===== src/rtl/barrier_release_sequencer.sv =====
// Buffers barrier-release events and hands released wavefronts to fetch one
// per handshake, lowest wfid first, while holding not-yet-handed-off wavefronts.
module barrier_release_sequencer #(
    parameter int WF_PER_CU = 40,
    parameter int WFID_W    = 6,
    parameter int QDEPTH    = 4
) (
    input  logic                 clk,
    input  logic                 rst,
    input  logic                 rel_en,
    input  logic [WF_PER_CU-1:0] rel_bitmap,
    input  logic [31:0]          rel_pc,
    input  logic                 flush_en,
    input  logic [WFID_W-1:0]    flush_wfid,
    input  logic                 out_ready,
    output logic                 out_valid,
    output logic [WFID_W-1:0]    out_wfid,
    output logic [31:0]          out_pc,
    output logic [WF_PER_CU-1:0] wf_hold,
    output logic                 busy,
    output logic                 overflow
);

    // state | meaning
    // IDLE  | active bitmap empty; nothing presented to fetch
    // DRAIN | active bitmap non-empty; lowest set wfid presented

    localparam int IDX_W = $clog2(QDEPTH);
    localparam int PTR_W = IDX_W + 1;

    typedef enum logic [0:0] {
        IDLE  = 1'b0,
        DRAIN = 1'b1
    } state_t;

    state_t                 state_q, state_d;
    logic [WF_PER_CU-1:0]   act_bmp_q, act_bmp_d;
    logic [31:0]            act_pc_q, act_pc_d;
    logic [WF_PER_CU-1:0]   fifo_bmp_q [QDEPTH];
    logic [31:0]            fifo_pc_q  [QDEPTH];
    logic [PTR_W-1:0]       wr_ptr_q, rd_ptr_q;
    logic                   overflow_q;

    logic [IDX_W-1:0]       wr_idx, rd_idx;
    logic [PTR_W-1:0]       fifo_count;
    logic                   fifo_empty, fifo_full;
    logic [IDX_W-1:0]       slot_off [QDEPTH];
    logic [QDEPTH-1:0]      entry_valid;
    logic [WF_PER_CU-1:0]   flush_mask;
    logic [WF_PER_CU-1:0]   low_mask;
    logic [WF_PER_CU-1:0]   act_cleared;
    logic [WF_PER_CU-1:0]   head_bmp;
    logic [31:0]            head_pc;
    logic                   rel_valid, handshake;
    logic                   bypass, pop, push, drop;

    assign wr_idx     = wr_ptr_q[IDX_W-1:0];
    assign rd_idx     = rd_ptr_q[IDX_W-1:0];
    assign fifo_count = wr_ptr_q - rd_ptr_q;
    assign fifo_empty = (wr_ptr_q == rd_ptr_q);
    assign fifo_full  = (wr_ptr_q[PTR_W-1] != rd_ptr_q[PTR_W-1]) && (wr_idx == rd_idx);

    always_comb begin
        for (int i = 0; i < QDEPTH; i++) begin
            slot_off[i]    = IDX_W'(i) - rd_idx;
            entry_valid[i] = ({1'b0, slot_off[i]} < fifo_count);
        end
    end

    // Out-of-range flush ids match no bit and are therefore ignored.
    always_comb begin
        flush_mask = '0;
        for (int i = 0; i < WF_PER_CU; i++) begin
            flush_mask[i] = flush_en && (32'(flush_wfid) == i);
        end
    end

    assign rel_valid   = rel_en && (|rel_bitmap);
    assign out_valid   = (state_q == DRAIN);
    assign handshake   = out_valid && out_ready;
    assign low_mask    = act_bmp_q & ((~act_bmp_q) + WF_PER_CU'(1));
    assign act_cleared = act_bmp_q & ~(handshake ? low_mask : '0) & ~flush_mask;
    assign head_bmp    = fifo_bmp_q[rd_idx] & ~flush_mask;
    assign head_pc     = fifo_pc_q[rd_idx];

    // Popping an entry emptied by flush discards it and parks in IDLE for a cycle.
    always_comb begin
        state_d   = state_q;
        act_bmp_d = act_cleared;
        act_pc_d  = act_pc_q;
        pop       = 1'b0;
        bypass    = 1'b0;
        unique case (state_q)
            IDLE: begin
                if (fifo_empty) begin
                    if (rel_valid) begin
                        bypass    = 1'b1;
                        act_bmp_d = rel_bitmap;
                        act_pc_d  = rel_pc;
                        state_d   = DRAIN;
                    end
                end else begin
                    pop = 1'b1;
                    if (|head_bmp) begin
                        act_bmp_d = head_bmp;
                        act_pc_d  = head_pc;
                        state_d   = DRAIN;
                    end
                end
            end
            DRAIN: begin
                if (act_cleared == '0) begin
                    if (!fifo_empty) begin
                        pop = 1'b1;
                        if (|head_bmp) begin
                            act_bmp_d = head_bmp;
                            act_pc_d  = head_pc;
                        end else begin
                            act_pc_d = '0;
                            state_d  = IDLE;
                        end
                    end else begin
                        act_pc_d = '0;
                        state_d  = IDLE;
                    end
                end
            end
            default: begin
                state_d = IDLE;
            end
        endcase
    end

    // A pop at the same edge frees a slot, so a full FIFO can still accept.
    assign push = rel_valid && !bypass && (!fifo_full || pop);
    assign drop = rel_valid && !bypass && fifo_full && !pop;

    always_ff @(posedge clk or negedge rst) begin
        if (!rst) begin
            state_q    <= IDLE;
            act_bmp_q  <= '0;
            act_pc_q   <= '0;
            wr_ptr_q   <= '0;
            rd_ptr_q   <= '0;
            overflow_q <= 1'b0;
            for (int i = 0; i < QDEPTH; i++) begin
                fifo_bmp_q[i] <= '0;
                fifo_pc_q[i]  <= '0;
            end
        end else begin
            state_q   <= state_d;
            act_bmp_q <= act_bmp_d;
            act_pc_q  <= act_pc_d;
            for (int i = 0; i < QDEPTH; i++) begin
                fifo_bmp_q[i] <= fifo_bmp_q[i] & ~flush_mask;
            end
            if (push) begin
                fifo_bmp_q[wr_idx] <= rel_bitmap;
                fifo_pc_q[wr_idx]  <= rel_pc;
                wr_ptr_q           <= wr_ptr_q + PTR_W'(1);
            end
            if (pop) begin
                rd_ptr_q <= rd_ptr_q + PTR_W'(1);
            end
            if (drop) begin
                overflow_q <= 1'b1;
            end
        end
    end

    always_comb begin
        out_wfid = '0;
        for (int i = WF_PER_CU - 1; i >= 0; i--) begin
            if (act_bmp_q[i]) begin
                out_wfid = WFID_W'(i);
            end
        end
    end

    always_comb begin
        wf_hold = act_bmp_q;
        for (int i = 0; i < QDEPTH; i++) begin
            if (entry_valid[i]) begin
                wf_hold = wf_hold | fifo_bmp_q[i];
            end
        end
    end

    assign out_pc   = act_pc_q;
    assign busy     = (state_q == DRAIN) || !fifo_empty;
    assign overflow = overflow_q;

endmodule

===== config.mk =====
export PLATFORM = sky130hd
export DESIGN_NAME = barrier_release_sequencer
export DESIGN_NICKNAME = d
export VERILOG_FILES = /design/src/rtl/barrier_release_sequencer.sv
export SDC_FILE = /design/constraint.sdc
export NUM_CORES = 1
export LEC_CHECK = 0
export CORE_AREA = 2 2 217 219
export CTS_CLUSTER_SIZE = 25
export DETAILED_ROUTE_END_ITERATION = 6
export DIE_AREA = 0 0 219 221
export PLACE_DENSITY_LB_ADDON = 0.1
export SETUP_SLACK_MARGIN = 0.2
export SYNTH_ARGS = -nofsm -noshare
export SYNTH_HDL_FRONTEND = slang
export SYNTH_SLANG_ARGS = --single-unit

===== constraint.sdc =====
create_clock -name clk -period 9.8 [get_ports clk]
set_clock_uncertainty 0.2 [all_clocks]
set_input_delay 1.96 -clock clk [delete_from_list [all_inputs] [get_ports clk]]
set_output_delay 1.96 -clock clk [all_outputs]
set_load 0.05 [all_outputs]

### Word-level counts from Yosys, hierarchy flattened

Cells that the tools add are included.

| storage, ports and cells | value |
|---|---|
| register bits | 368 |
| word-level logic and storage cells | 233 |
| input port bits | 83 |
| output and inout bits | 81 |

| cells by class | value |
|---|---|
| multiplexer cells | 82 |
| $add $sub $neg | 8 |
| order comparisons | 7 |
| equal/unequal tests | 45 |
| bitwise gates (word level) | 18 |
| reduce and logical (&&, ||, !) cells | 59 |

Operators with widths:

| kind | count |
|---|---|
| $mux W40 | 13 |
| $and A40 B40 Y40 | 8 |
| $mux W32 | 9 |
| $mux W6 | 40 |
| $bwmux W160 | 1 |
| $mux W160 | 1 |
| $or A40 B40 Y40 | 4 |
| $bwmux W128 | 1 |
| $not A40 Y40 | 3 |
| $eq A6 B5 Y1 const B | 16 |
| $bmux W40 S2 | 1 |
| $demux W40 S2 | 1 |
| $pmux W40 S2 | 1 |
| $reduce_or A40 Y1 | 2 |
| $bmux W32 S2 | 1 |
| $demux W32 S2 | 1 |
| $pmux W32 S2 | 1 |
| $eq A6 B4 Y1 const B | 8 |
| $eq A6 B6 Y1 const B | 8 |
| $logic_and A1 B1 Y1 | 48 |
| $add A40 B1 Y40 const B | 1 |
| $logic_not A40 Y1 | 1 |
| $eq A6 B3 Y1 const B | 4 |
| $eq A6 B2 Y1 const B | 2 |
| 21 further kinds | 43 |

### Logic depth before layout (Yosys ltp)

| depth | value |
|---|---|
| depth in word-level cells | 40 |
| mapped depth | 15 |

### Worst setup path before layout

OpenSTA, ideal clock, no wires.

| path | value |
|---|---|
| kind | register -> output |
| start | register rd_ptr_q[1] |
| end | output wf_hold[10] |
| cell stages (with the launch flop) | 13 |
| setup slack | 4.117 ns |
| arrival time | 3.523 ns |
| cells stage by stage | dfrtp_1 > clkbuf_1 > clkbuf_1 > buf_1 > inv_1 > fa_1 > inv_1 > ha_1 > nor2b_1 > o21ai_1 > clkbuf_1 > a222oi_1 > nand2_1 |

| on the way | value |
|---|---|
| word-level cells in the longest chain between the ends | 9 |

Ends and longest elaborated chain:

| what | line | text |
|---|---|---|
| start, declared | 41 | `logic [PTR_W-1:0] wr_ptr_q, rd_ptr_q;` |
| start signal, assigned | 163 | `rd_ptr_q <= rd_ptr_q + PTR_W'(1);` |
| $sub A3 B3 Y3 or $sub A1 B2 Y2 (tied branches) | 59, 65 |  |
| $lt A2 B3 Y1 | 66 | `entry_valid[i] = ({1'b0, slot_off[i]} < fifo_count);` |
| $mux W40 | 183 | `if (entry_valid[i]) begin` |
| $or A40 B40 Y40 | 184 | `wf_hold = wf_hold \| fifo_bmp_q[i];` |
| $mux W40 | 183 |  |
| $or A40 B40 Y40 | 184 |  |
| $mux W40 | 183 |  |
| $or A40 B40 Y40 | 184 |  |
| $mux W40 (*) | 183 |  |
| end, declared | 19 | `output logic [WF_PER_CU-1:0] wf_hold,` |

Mark *: on every way between the ends. The rest lies on a longest branch, timed or not.

### Worst setup path after layout

| path | value |
|---|---|
| start | input flush_wfid[1] |
| end | register fifo_pc_q[58] in the netlist's numbering |

| on the way | value |
|---|---|
| word-level cells in the longest chain between the ends | 9 |

Ends and longest elaborated chain:

| what | line | text |
|---|---|---|
| start, declared | 14 | `input logic [WFID_W-1:0] flush_wfid,` |
| $eq A6 B1 Y1 (tied with other cells) | 74 | `flush_mask[i] = flush_en && (32'(flush_wfid) == i);` |
| $logic_and A1 B1 Y1 | 74 |  |
| $not A40 Y40 (*) | 82 | `assign act_cleared = act_bmp_q & ~(handshake ? low_mask : '0) & ~flush_mask;` |
| $and A40 B40 Y40 (*) | 82 |  |
| $logic_not A40 Y1 (*) | 112 | `if (act_cleared == '0) begin` |
| $mux W1 (*) | 112 |  |
| $pmux W1 S2 (*) | 93 | `unique case (state_q)` |
| $logic_or A1 B1 Y1 (*) | 135 | `assign push = rel_valid && !bypass && (!fifo_full \|\| pop);` |
| $logic_and A1 B1 Y1 (*) | 135 |  |
| end signal, assigned by index | 159 | `fifo_pc_q[wr_idx] <= rel_pc;` |
| end, declared | 40 | `logic [31:0] fifo_pc_q [QDEPTH];` |

Marked as above.
A chain may end at the register's enable or synchronous reset.

==> impl_results.md <==
* Max_cap viols at 0
* Number of global-route vias before repair at 19.32k
* Arr. time, crit path at 7.92 ns
* WP data required at 10.08 ns
* Post-DR vias/cell at 6.834
* Clock slew at reported path FFs at 0.06 ns
* Post-Syn Area per Cell at 9.602 sq um
* Max Fclk at 130.8 MHz
* Synth Cell Area at 20,600 sq um
* Hold Crit Class: register to register
* CTS Buf Count at 44
* Total I/O pin count at 164
* Worst Path Max Fanout at 78
* CP endpoint kind: register
* Crit path time final at 7.643 ns
* Flops & latches, synth at 368
* Layout area overhead at 17.32%
* Yosys cell types at 87
* Largest area contributor in the netlist: dfrtp_1
* H-Tree Depth at 2
* CTS Hold Bufs at 0
* Filler Cell Count at 4,257
* RSZ-0062 raised after global routing: no
* Crit path launch type: input pin
* Synth Net Count at 2,241
* DRT Wirelength at 84,110 um
* Multi-input logic area at 10,610 sq um
* Total number of vias at 19.44k
* FF-to-FF Start: rd_ptr_q[0]$_DFFE_PN0P_
* Worst setup startpoint: flush_wfid[1]
* WL/cell at 29.57 um
* Fraction of layout cells with a size suffix above 1 at 0.1064
* Clk sinks at 368
* Post-CTS sizing at 0
* Total GRT Usage at 0.3462
* Die area at 48,400 sq um
* CTS Buffer Depth at 3
* CTS tree: done
* Slew @ Worst Pin at 1.251 ns
* Post-detail-place hpwl at 54,930 um
* Setup TNS at 0 ns
* Synth top area share at 0.4471
* Grt met2 use at 0.5385
* Slowest cell on crit path: nor4_1
* Final period utilization at 0.7799
* Seq. cell area at 9216 sq um
* IO Port Bufs at 163
* Grt ovf at 0
* Detailed router's first-iteration violation count at 2,392
* Chip Width at 219 um
* First-pass GRT wire length at 127,000 um
* Core area at 46,060 sq um
* CP peak stage delay at 1.19 ns
* Met1 Use GR at 0.4795
* Synth warn at 0
* Post-CTS Setup Inserts at 0
* Ant. Diodes at 0
* Syn Inst Count at 2,145
* Max-slew headroom at 0.1580
* Initial Util at 0.4472
* Routability cong. at 1.056
* Nets at 2,300
* Post-synthesis sequential area ratio at 0.4471
* Final setup viols at 0
* Largest net degree at the start of global routing at 84
* Async SR Flop Fraction at 1.000
* Die height at 221 um
* Initial antenna violation count at 0
* Number of synthesized flops with an enable pin at 0
* Final ANT Viol Nets at 0
* Site Rows at 79
* Most frequent cells in the layout: 366 x dfrtp_1, 319 x nand2_1, 192 x nand3_1
* Max-slew violations at 0
* Skew-Pair Late Insertion Delay at 0.60 ns
* Hold_sp: fifo_pc_q[33]$_DFFE_PN0P_
* Top post-synthesis cells by area: dfrtp_1 45%, mux4_2 7.8%, o2bb2ai_1 6.9%, nand2_1 6.0%, nand3_1 4.7%
* Crit path kind: input pin to register
* Final Hold Viols at 0
* Clk Tree Root Cell: clkbuf_16
* DRC Markers at 0
* First drt pass iteration count at 7
* Status: finished clean
* GR Layer Usage met3 at 0.05540
* Most Used Layer, Global Route: met2
* CP Cell Sequence: clkdlybuf4s50_1, nor4_1, nand2_1, a31o_2, nor4_1, nand4_1, a211oi_2, a21bo_4, buf_4, nand2_1, o2bb2ai_1
* Most used DFF post-synth: dfrtp_1
* Most common cell after layout, fill and taps aside: dfrtp_1
[final cells by class]
class                   count  area share
clock buffers              63     0.05478
clock inverters            16    0.009320
flip-flops and latches    368      0.3814
multi-input cells        1561      0.4391
repair buffers            202     0.07984
well taps                 607     0.03143
inverters                  27    0.004194
[cell families after synthesis]
group,share of synthesized area
AND/OR/NAND/NOR,0.1740
AO/OA/AOI/OAI,0.2262
flip-flops,0.4471
buffers and inverters,0.04562
multiplexers,0.09622
adder cells (fa/ha/maj),0.008261
XOR/XNOR,0.002551
[worst max-delay path: cells and delay by family]
family / cells / cell delay (ns)
compound gates: 4 / 1.68
buf+inv: 2 / 1.60
simple gates: 5 / 2.62
[layer usage]
metal,vias up,routed length (um)
met5,-,0
met4,0,3643
met3,224,6574
met2,1107,39290
met1,9839,34600
li1,8265,-
[state kept, by name, summed over array words and instances, names as in the netlist]
name	cells
out_pc	32
wr_ptr_q	3
fifo_bmp_q	160
fifo_pc_q	128
rd_ptr_q	3
act_bmp_q	40
out_valid	1
overflow	1
[final timing paths]
kind	end	depth (start not counted)	slack [ns]
max in group asynchronous	rd_ptr_q[0]$_DFFE_PN0P_	2	6.64
worst max-delay path	fifo_pc_q[58]$_DFFE_PN0P_	11	2.16
worst min register to register	fifo_pc_q[33]$_DFFE_PN0P_	1	0.28
worst max register to register	out_pc[5]$_DFFE_PN0P_	11	3.79
worst min-delay path	fifo_pc_q[33]$_DFFE_PN0P_	1	0.28
min in group asynchronous	fifo_bmp_q[126]$_DFF_PN0_	1	1.12
[Yosys cell counts (6+ instances only)]
| cell | instances |
|---|---|
| mux4_2 | 71 |
| buf_4 | 19 |
| nand4_1 | 17 |
| or3_1 | 12 |
| o2bb2ai_1 | 162 |
| and3_1 | 14 |
| nand3_1 | 193 |
| clkbuf_1 | 117 |
| a31oi_1 | 12 |
| o22ai_1 | 13 |
| nor4b_1 | 6 |
| o211ai_1 | 17 |
| or4_1 | 15 |
| nor4_1 | 29 |
| a21oi_1 | 98 |
| nor3_1 | 22 |
| o221ai_1 | 16 |
| o211a_1 | 8 |
| o21ai_1 | 107 |
| buf_1 | 12 |
| buf_2 | 25 |
| nand2_1 | 327 |
| or2_2 | 7 |
| o31ai_1 | 12 |
| nor2_1 | 65 |
| nor2b_1 | 6 |
| ha_1 | 12 |
| a222oi_1 | 41 |
| clkbuf_2 | 15 |
| dfrtp_1 | 368 |
| mux2i_1 | 36 |
| and2_1 | 10 |
| inv_1 | 26 |
| o21ai_0 | 132 |
[per-stage QoR]
step	hold slack [ns]	utilization	cells	setup WS (ns)	cell area, sq um
final	0.2835	0.5246	2844	2.157	24170
after global routing	0.2948	0.5246	2844	2.006	24170
after CTS	0.2870	0.5246	2844	2.275	24170
after detailed placement	0.2683	0.4910	2765	1.943	22620
after global placement	0.2620	0.4910	2765	1.959	22620
after floorplan	0.2509	-	2145	4.117	20600
Power is not shown: default switching activity piles up to over one toggle a cycle in this logic, so the estimate is an artifact.
